`src/rtl/messbauer_pkg.sv`:
```
// Shared definitions for the Mossbauer CAMAC accumulator: RAM geometry,
// spectrum RAM arbiter states and CAMAC function codes.
package messbauer_pkg;

  localparam int unsigned AW_DEF = 12;
  localparam int unsigned DW_DEF = 24;

  typedef enum logic [2:0] {
    IDLE    = 3'd0,
    ACC_RD  = 3'd1,
    ACC_WR  = 3'd2,
    CLR     = 3'd3,
    CAM_RD  = 3'd4,
    CAM_RDD = 3'd5,
    CAM_WR  = 3'd6
  } ram_arb_state_t;

  localparam logic [4:0] F_READ  = 5'd0;
  localparam logic [4:0] F_CLEAR = 5'd9;
  localparam logic [4:0] F_WRITE = 5'd16;

endpackage

```
`src/rtl/messbauer_sat_adder.sv`:
```
// DW-bit unsigned add that clamps to all-ones when the carry out is set.
module messbauer_sat_adder #(
  parameter int unsigned DW = 24
) (
  input  logic [DW-1:0] a,
  input  logic [DW-1:0] b,
  output logic [DW-1:0] sum_c,
  output logic          ovf_c
);

  logic [DW:0] full_sum;

  always_comb begin
    full_sum = {1'b0, a} + {1'b0, b};
    ovf_c    = full_sum[DW];
    sum_c    = full_sum[DW] ? {DW{1'b1}} : full_sum[DW-1:0];
  end

endmodule

```
`src/rtl/messbauer_spectrum_ram_arbiter.sv`:
```
// Sequences every cycle of the single-port spectrum RAM between channel
// accumulation (read-modify-write), the clear sweep and CAMAC access.
module messbauer_spectrum_ram_arbiter
  import messbauer_pkg::*;
#(
  parameter int unsigned AW = AW_DEF,
  parameter int unsigned DW = DW_DEF
) (
  input  logic          clk,
  input  logic          rst,
  input  logic          acc_req,
  input  logic [AW-1:0] acc_addr,
  input  logic [DW-1:0] acc_data,
  output logic          acc_ack,
  input  logic          cam_req,
  input  logic          cam_we,
  input  logic [AW-1:0] cam_addr,
  input  logic [DW-1:0] cam_wdata,
  output logic [DW-1:0] cam_rdata,
  output logic          cam_ack,
  input  logic          clr_req,
  output logic          clr_busy,
  input  logic          flag_clr,
  output logic          sat,
  output logic          ovf,
  output logic [AW-1:0] ram_addr,
  output logic          ram_we,
  output logic [DW-1:0] ram_wdata,
  input  logic [DW-1:0] ram_rdata
);

  localparam logic [AW-1:0] LAST_ADDR = {AW{1'b1}};

  ram_arb_state_t state, state_nxt, arb_nxt;

  logic          pend_valid;
  logic [AW-1:0] pend_addr;
  logic [DW-1:0] pend_data;
  logic [AW-1:0] wrk_addr;
  logic [DW-1:0] wrk_data;
  logic [AW-1:0] clr_ptr;
  logic          cam_armed;
  logic [DW-1:0] cam_rdata_q;

  logic          consume_c;
  logic          capture_c;
  logic          drop_c;
  logic          acc_pend_c;
  logic          clr_last_c;
  logic          clr_go_c;
  logic          cam_go_c;
  logic [DW-1:0] sum_c;
  logic          carry_c;

  messbauer_sat_adder #(
    .DW (DW)
  ) u_sat_adder (
    .a     (ram_rdata),
    .b     (wrk_data),
    .sum_c (sum_c),
    .ovf_c (carry_c)
  );

  // Request qualification; a new accumulation counts as pending in the cycle it is captured
  always_comb begin
    consume_c  = (state == ACC_RD);
    capture_c  = acc_req & (~pend_valid | consume_c);
    drop_c     = acc_req & ~capture_c;
    acc_pend_c = pend_valid | capture_c;
    clr_last_c = (state == CLR) && (clr_ptr == LAST_ADDR);
    clr_go_c   = clr_req | (clr_busy & ~clr_last_c);
    cam_go_c   = cam_req & cam_armed & ~cam_ack;
    acc_ack    = capture_c;
  end

  always_ff @(posedge clk or negedge rst) begin
    if (!rst) state <= IDLE;
    else      state <= state_nxt;
  end

  // Fixed priority: accumulation, then clear sweep, then CAMAC
  always_comb begin
    arb_nxt = IDLE;
    if (acc_pend_c)    arb_nxt = ACC_RD;
    else if (clr_go_c) arb_nxt = CLR;
    else if (cam_go_c) arb_nxt = cam_we ? CAM_WR : CAM_RD;
  end

  always_comb begin
    state_nxt = state;
    unique case (state)
      ACC_RD:  state_nxt = ACC_WR;
      CAM_RD:  state_nxt = CAM_RDD;
      default: state_nxt = arb_nxt;
    endcase
  end

  // RAM strobes are decoded from state so reset drops ram_we at once
  always_comb begin
    ram_addr  = '0;
    ram_we    = 1'b0;
    ram_wdata = '0;
    cam_ack   = 1'b0;
    unique case (state)
      ACC_RD: ram_addr = pend_addr;
      ACC_WR: begin
        ram_addr  = wrk_addr;
        ram_we    = 1'b1;
        ram_wdata = sum_c;
      end
      CLR: begin
        ram_addr = clr_ptr;
        ram_we   = 1'b1;
      end
      CAM_RD: ram_addr = cam_addr;
      CAM_RDD: begin
        ram_addr = cam_addr;
        cam_ack  = 1'b1;
      end
      CAM_WR: begin
        ram_addr  = cam_addr;
        ram_we    = 1'b1;
        ram_wdata = cam_wdata;
        cam_ack   = 1'b1;
      end
      default: ;
    endcase
    cam_rdata = (state == CAM_RDD) ? ram_rdata : cam_rdata_q;
  end

  // Pending entry plus a working copy, so a new capture cannot corrupt the write in flight
  always_ff @(posedge clk or negedge rst) begin
    if (!rst) begin
      pend_valid <= 1'b0;
      pend_addr  <= '0;
      pend_data  <= '0;
      wrk_addr   <= '0;
      wrk_data   <= '0;
    end else begin
      if (capture_c) begin
        pend_addr <= acc_addr;
        pend_data <= acc_data;
      end
      if (capture_c)      pend_valid <= 1'b1;
      else if (consume_c) pend_valid <= 1'b0;
      if (consume_c) begin
        wrk_addr <= pend_addr;
        wrk_data <= pend_data;
      end
    end
  end

  // Clear sweep progress; a fresh clr_req always restarts from cell 0
  always_ff @(posedge clk or negedge rst) begin
    if (!rst) begin
      clr_ptr  <= '0;
      clr_busy <= 1'b0;
    end else begin
      if (clr_req)            clr_ptr <= '0;
      else if (state == CLR)  clr_ptr <= clr_ptr + AW'(1);
      if (clr_req)            clr_busy <= 1'b1;
      else if (clr_last_c)    clr_busy <= 1'b0;
    end
  end

  // CAMAC edge re-arm and read-data hold
  always_ff @(posedge clk or negedge rst) begin
    if (!rst) begin
      cam_armed   <= 1'b1;
      cam_rdata_q <= '0;
    end else begin
      if (cam_ack)       cam_armed <= 1'b0;
      else if (!cam_req) cam_armed <= 1'b1;
      if (state == CAM_RDD) cam_rdata_q <= ram_rdata;
    end
  end

  // Sticky flags; a setting event beats flag_clr and sweep start
  always_ff @(posedge clk or negedge rst) begin
    if (!rst) begin
      sat <= 1'b0;
      ovf <= 1'b0;
    end else begin
      if ((state == ACC_WR) && carry_c) sat <= 1'b1;
      else if (flag_clr || clr_req)     sat <= 1'b0;
      if (drop_c)                       ovf <= 1'b1;
      else if (flag_clr || clr_req)     ovf <= 1'b0;
    end
  end

endmodule
```
`config.mk`:
```
export PLATFORM = sky130hd
export DESIGN_NAME = messbauer_spectrum_ram_arbiter
export DESIGN_NICKNAME = d
export VERILOG_FILES = /design/src/rtl/messbauer_pkg.sv /design/src/rtl/messbauer_sat_adder.sv /design/src/rtl/messbauer_spectrum_ram_arbiter.sv
export SDC_FILE = /design/constraint.sdc
export NUM_CORES = 1
export LEC_CHECK = 0
export ABC_CLOCK_PERIOD_IN_PS = 5240
export CAP_MARGIN = 20
export CORE_ASPECT_RATIO = 0.9
export CORE_UTILIZATION = 46
export CTS_BUF_LIST = sky130_fd_sc_hd__clkbuf_8
export CTS_CLUSTER_DIAMETER = 80
export DETAILED_ROUTE_END_ITERATION = 16
export PLACE_DENSITY_LB_ADDON = 0.25
export SYNTH_ARGS = -nofsm -noshare
export SYNTH_HDL_FRONTEND = slang
export SYNTH_SLANG_ARGS = --single-unit
```
`constraint.sdc`:
```
create_clock -name clk -period 5.24 [get_ports clk]
set_clock_uncertainty 0.15 [all_clocks]
set_input_delay 1.048 -clock clk [delete_from_list [all_inputs] [get_ports clk]]
set_output_delay 1.048 -clock clk [all_outputs]
set_load 0.005 [all_outputs]
```
Word level (Yosys, flattened, before mapping)
Cells that the tools add are included.
{"block": "op_classes", "n_addsub": 2, "eq_ne": 8, "muxes": 22, "bitwise": 12, "n_reduce_logical": 11}
{"op": "$mux 24", "n": 2}
{"op": "$pmux 12 s4", "n": 1}
{"op": "$pmux 24 s2", "n": 1}
{"op": "$add 24x24->25", "n": 1}
{"op": "$mux 12", "n": 2}
{"op": "$add 12x1->12 const B", "n": 1}
{"op": "$eq 12x12->1 const B", "n": 1}
{"op": "$mux 1", "n": 11}
{"op": "$reduce_bool 2->1", "n": 5}
{"op": "$eq 3x3->1 const B", "n": 3}
{"op": "$mux 3", "n": 3}
{"op": "$eq 3x2->1 const B", "n": 2}
{"op": "$pmux 3 s2", "n": 1}
{"op": "$reduce_or 3->1", "n": 2}
{"op": "$and 1x1->1", "n": 5}
{"op": "$not 1->1", "n": 4}
{"op": "$eq 3x1->1 const B", "n": 1}
{"op": "$or 1x1->1", "n": 3}
{"op": "$logic_and 1x1->1", "n": 2}
{"op": "$mux 2", "n": 1}
{"op": "$ne 2x1->1 const B", "n": 1}
{"op": "$reduce_or 2->1", "n": 1}
{"op": "$logic_or 1x1->1", "n": 1}
{"block": "totals", "register_bits": 116, "out_inout_bits": 66, "wordCells": 67}

Depth between registers and ports, before layout
{"block": "logic_depth", "ltp_word": 9, "depth_mapped": 10, "depth_no_buf": 9}

Modules after synthesis
From an unflattened synthesis, not the netlist that was laid out.
{"block": "unflattened", "hier_cells": 597, "hier_area_um2": 6610.1}
{"module": "messbauer_spectrum_ram_arbiter", "instances": 1, "cells_per_inst": 396, "area_per_inst_um2": 5223.8, "seq_area_each_um2": 2904.0}
{"module": "messbauer_sat_adder", "instances": 1, "cells_per_inst": 201, "area_per_inst_um2": 1386.3, "seq_area_each_um2": 0.0}

Worst setup path after synthesis
Ideal clock, no wire load.
{"block": "synth_path", "kind": "input -> output", "startpoint": "input port ram_rdata[0]", "endpoint": "output port ram_wdata[18]", "arrival_ns": 3.306, "required_time_ns": 4.042, "path_slack_ns": 0.736, "cell_stages": 9, "n_path_buf": 0, "cell_sequence": "ha_1 -> fa_1 -> and3_1 -> o21a_1 -> o31ai_2 -> o221ai_2 -> a31o_1 -> and3_4 -> a211o_1"}
{"block": "synth_between", "elab_chain_cells": 3}
{"element": "start: declaration", "line_no": "messbauer_spectrum_ram_arbiter.sv:29", "text": "input logic [DW-1:0] ram_rdata"}
{"element": "$add 24x24->25", "line_no": "messbauer_sat_adder.sv:14", "text": "full_sum = {1'b0, a} + {1'b0, b};"}
{"element": "$mux 24", "line_no": "messbauer_sat_adder.sv:16", "text": "sum_c = full_sum[DW] ? {DW{1'b1}} : full_sum[DW-1:0];"}
{"element": "$pmux 24 s2", "line_no": "messbauer_spectrum_ram_arbiter.sv:104", "text": "unique case (state)"}
{"element": "end: declaration", "line_no": "messbauer_spectrum_ram_arbiter.sv:28", "text": "output logic [DW-1:0] ram_wdata,"}
No other way between the ends.

Final worst setup path
{"block": "layout_path", "startpoint": "input port ram_rdata[2]", "endpoint": "output port ram_wdata[23]"}
The elaborated chain is that of the path after synthesis.

==> metrics.md <==
| Metric | Value |
|---|---|
| DRT antenna net count | `0` |
| First-pass detailed-route iteration total | `5` |
| Post-route total power | `3.40 mW` |
| Worst min-delay path category | `reg -> reg` |
| Vias in the first global route | `5997` |
| Start-to-end type of the worst setup path | `in -> out` |
| # nets final | `967` |
| Largest buffer count on any clock path | `2` |
| Critical register-to-register path endpoint | `state[2]` |
| Arrival time at the worst endpoint | `3.97 ns` |
| Startpoint type of the worst setup path | `input port` |
| Power per cell area | `373 nW/µm²` |
| Setup slack after layout | `0.0695 ns` |
| Cell-by-cell listing of the critical path | `clkdlybuf4s50_1 -> ha_1 -> o21ai_2 -> o21bai_2 -> a211oi_2 -> or4_1 -> a21oi_1 -> o211ai_1 -> a32o_1 -> clkdlybuf4s50_1` |
| Final period demand of the worst path | `5.17 ns` |
| Core box area | `13600 µm²` |
| Cell type with the largest total area after synthesis | `sky130_fd_sc_hd__dfrtp_1` |
| Worst hold margin | `roughly 0.32 ns` |
| CP startpoint | `ram_rdata[2]` |
| Part of the total power dissipated in combinational logic | `0.412` |
| Iteration-0 DRC Markers | `418` |
| Die width | `128 µm` |
| Transition time at the pin with the least slew margin | `1.12 ns` |
| Number of register bits inferred by synthesis | `116` |
| Half-perimeter wire length of the detailed placement result | `13700 µm` |
| Post-synth EDFFs | `0` |
| Worst stage delay on the critical path | `around 0.5 ns` |
| TritonCTS clock tree | `yes` |
| Number of DRC violations after detailed routing | `0` |
| Max capacitance violation total | `0` |
| Flop pwr share | `0.323` |
| Post-Syn Instances | `657` |
| GRT overflow | `0` |
| Final Wtd Congestion | `0.878` |
| Crit path to | `ram_wdata[23]` |
| Setup-violating endpoint count in the final report | `0` |
| Biggest area contributors in the synthesized netlist | `sky130_fd_sc_hd__dfrtp_1 (44%), sky130_fd_sc_hd__nand2_1 (7.7%), sky130_fd_sc_hd__mux2_2 (5.3%), sky130_fd_sc_hd__mux2_1 (5.0%), sky130_fd_sc_hd__ha_1 (4.8%)` |
| Max-slew headroom at the worst pin | `0.252` |
| Number of I/O port buffers | `168` |
| Final standard cell utilization of the core | `0.669` |
| Clk sink count | `116` |
| Internal power | `2.30 mW` |
| Vias after detailed routing | `5894` |
| Cell with the largest stage delay on the worst path | `sky130_fd_sc_hd__or4_1` |
| Cell area after technology mapping | `6550 µm²` |
| Worst ir drop on vdd | `0.000197 V` |
| DR vias/cell | `5.67` |
| Critical path's most frequent cell | `sky130_fd_sc_hd__clkdlybuf4s50_1` |
| Part of the cycle the worst path needs | `0.987` |
| Latest clock arrival within the worst-skew pair | `0.46 ns` |
| Maximum number of pins on one net before global-route repair | `91` |
| Synthesis Warnings | `0` |
| Clock transition at the register clock pins on the worst setup and hold paths after CTS | `0.07 ns` |
| Endpoint type of the worst setup path | `primary output` |
| Overall fraction of global-route tracks in use | `0.268` |
| Floorplan die height | `approximately 120 µm` |
| Length in cells of the worst reg-to-reg path | `8` |
| Synthesized Nets | `786` |
| Diodes inserted | `0` |
| Area Growth Syn to Fin | `39.1%` |
| Flop-to-flop setup slack | `1.84 ns` |
| Max Transition Viols Final | `0` |
| Worst Path Required | `around 4.0 ns` |
| Proportion of synthesized chip area in sequential cells | `0.443` |
| Leakage power summed over all cells | `3.93 nW` |
| Startpoint of the lowest-slack register-to-register path | `state[0]` |
| Effective utilization at floorplan | `0.481` |
| Placed standard-cell area | `8540 µm²` |
| Average footprint of a synthesized cell | `9.97 µm²` |
| Die Area | `14700 µm²` |
| Outcome | `completed` |
| Switching power total | `1.10 mW` |
| Number of endpoints with negative hold slack in the final report | `0` |
| Total Routed Length | `19000 µm` |
| Total I/O pin count | `between 150 and 200` |
| Number of placement rows | `40` |
| Initial antenna violation count | `0` |
| Number of distinct standard cells referenced by the synthesized netlist | `just under 60` |
| CTS Root Buffer Type | `sky130_fd_sc_hd__clkbuf_8` |
| Worst slack at placement | `-0.310 ns` |
| Fraction of synthesized cell area taken by the top area cell type | `0.439` |
| Share of layout cells above drive strength 1 | `0.148` |
| Maximum achievable frequency | `0.193 GHz` |
| Clock power share | `0.264` |
| TritonCTS buffer count | `17` |
| Final Cell Area | `9110 µm²` |
| CTS hold repair buffers | `0` |
| Global-route wire length before repair | `30000 µm` |
| Crit Path Max Fanout | `4` |
| Prevailing post-synth register cell | `sky130_fd_sc_hd__dfrtp_1` |
| Switching fraction of total power | `0.324` |
| CTS HTree Levels | `4` |
| Async SR Flop Fraction | `1.00` |
| Wire length per cell after detailed routing | `around 18 µm` |
## layout make-up
cell class,count,area [µm²]
multi-input combinational,497,3570
fill,1108,4500
sequential,116,2900
inverter,6,22.5
clock inverter,14,185
clock buffer,18,248
tap,189,236
timing repair buffer,200,1940
## kinds of logic (layout without fill, tap and decap cells)
kind of cell | Yosys count | after routing | synth area share
adders and majority gates | 26 | 26 | 0.0508
DFF | 116 | 116 | 0.443
muxes | 74 | 74 | 0.125
AOI/OAI and AO/OA | 162 | 162 | 0.177
and+or+nand+nor | 210 | 210 | 0.143
xor gates and xnor gates | 25 | 25 | 0.0334
buffers and inverters | 44 | 238 | 0.0283
## synth_stat cells, types with 14 or more instances
cell type                  instances
sky130_fd_sc_hd__mux2_1           29
sky130_fd_sc_hd__mux2i_1          14
sky130_fd_sc_hd__nor2_1           25
sky130_fd_sc_hd__a21oi_1          25
sky130_fd_sc_hd__clkbuf_1         29
sky130_fd_sc_hd__a21o_1           14
sky130_fd_sc_hd__dfrtp_1         115
sky130_fd_sc_hd__xor2_1           14
sky130_fd_sc_hd__a22o_1           19
sky130_fd_sc_hd__ha_1             25
sky130_fd_sc_hd__mux2_2           31
sky130_fd_sc_hd__nand2_1         134
sky130_fd_sc_hd__o21ai_0          14
sky130_fd_sc_hd__o21ai_1          19
## critical path: cells and delay by family
kind                       cells  cell delay (ns)
AOI/OAI and AO/OA              6             1.11
buffers and inverters          2             0.92
and+or+nand+nor                1             0.51
adders and majority gates      1             0.39
## cells in the final DEF (no fill, tap or decap), drive strengths merged, types with 4 or more instances in the layout
cell type and count:
a22oi 12, nor2 25, mux2i 14, dlygate4sd2 8
clkinv 4, clkbuf 18, ha 25, buf 33
o21bai 4, or3 7, a22o 19, dfrtp 115
a21o 14, mux2 60, a21oi 25, nor3 4
o211ai 4, a211oi 10, nand4 6, xor2 14
o31ai 4, a31oi 4, nand3b 12, and3 6
clkdlybuf4s50 159, o21ai 33, o221ai 13, xnor2 11
clkinvlp 6, inv 6, bufinv 4, nand2 134
## through the flow
stage / std cells / setup TNS, ns
2_1_floorplan: 657 / 0
3_3_place_gp: 1004 / -4.30
3_5_place_dp: 1004 / -5.59
4_1_cts: 1039 / 0
5_1_grt: 1040 / -0.0546
6_report: 1040 / 0
## how the worst min path moves through the flow
| stage | startpoint | endpoint | depth (start not counted) |
|---|---|---|---|
| floorplan | pend_data[0] | wrk_data[0] | 2 |
| global placement | pend_data[0] | wrk_data[0] | 2 |
| global route | pend_data[10] | wrk_data[10] | 2 |
| finish | pend_data[16] | wrk_data[16] | 2 |
| CTS | pend_data[0] | wrk_data[0] | 2 |
| detailed placement | pend_data[0] | wrk_data[0] | 2 |
## what timing repair did
action / CTS / global route
endpoints found under the setup margin: 24 / 18
setup buffers: 3 / 0
pin swaps: 10 / 4
gates resized for setup: 18 / 10
## sequential cells by signal, summed over array words and instances, names as in the netlist
register	count
wrk_addr	12
wrk_data	24
pend_addr	12
clr_busy	1
state	3
clr_ptr	12
cam_rdata_q	24
sat	1
pend_data	24
ovf	1
cam_armed	1
pend_valid	1
## layer usage
| layer | track usage | up-vias | routed length, µm |
|---|---|---|---|
| li1 | - | 2746 | - |
| met5 | 0 | - | 0 |
| met3 | 0.0540 | 45 | 893 |
| met1 | 0.333 | 2903 | 8200 |
| met2 | 0.441 | 200 | 9310 |
| met4 | 0.151 | 0 | 603 |
## power groups by stage
stage / clock, mW / combinational (mW) / sequential [mW]
after floorplan: 0 / 0.733 / 1.08
after CTS: 0.921 / 1.37 / 1.10
after detailed placement: 0 / 1.35 / 1.11
after global routing: 0.960 / 1.51 / 1.11
final: 0.898 / 1.40 / 1.10
after global placement: 0 / 1.32 / 1.10
(Power assumes the default switching activity.)
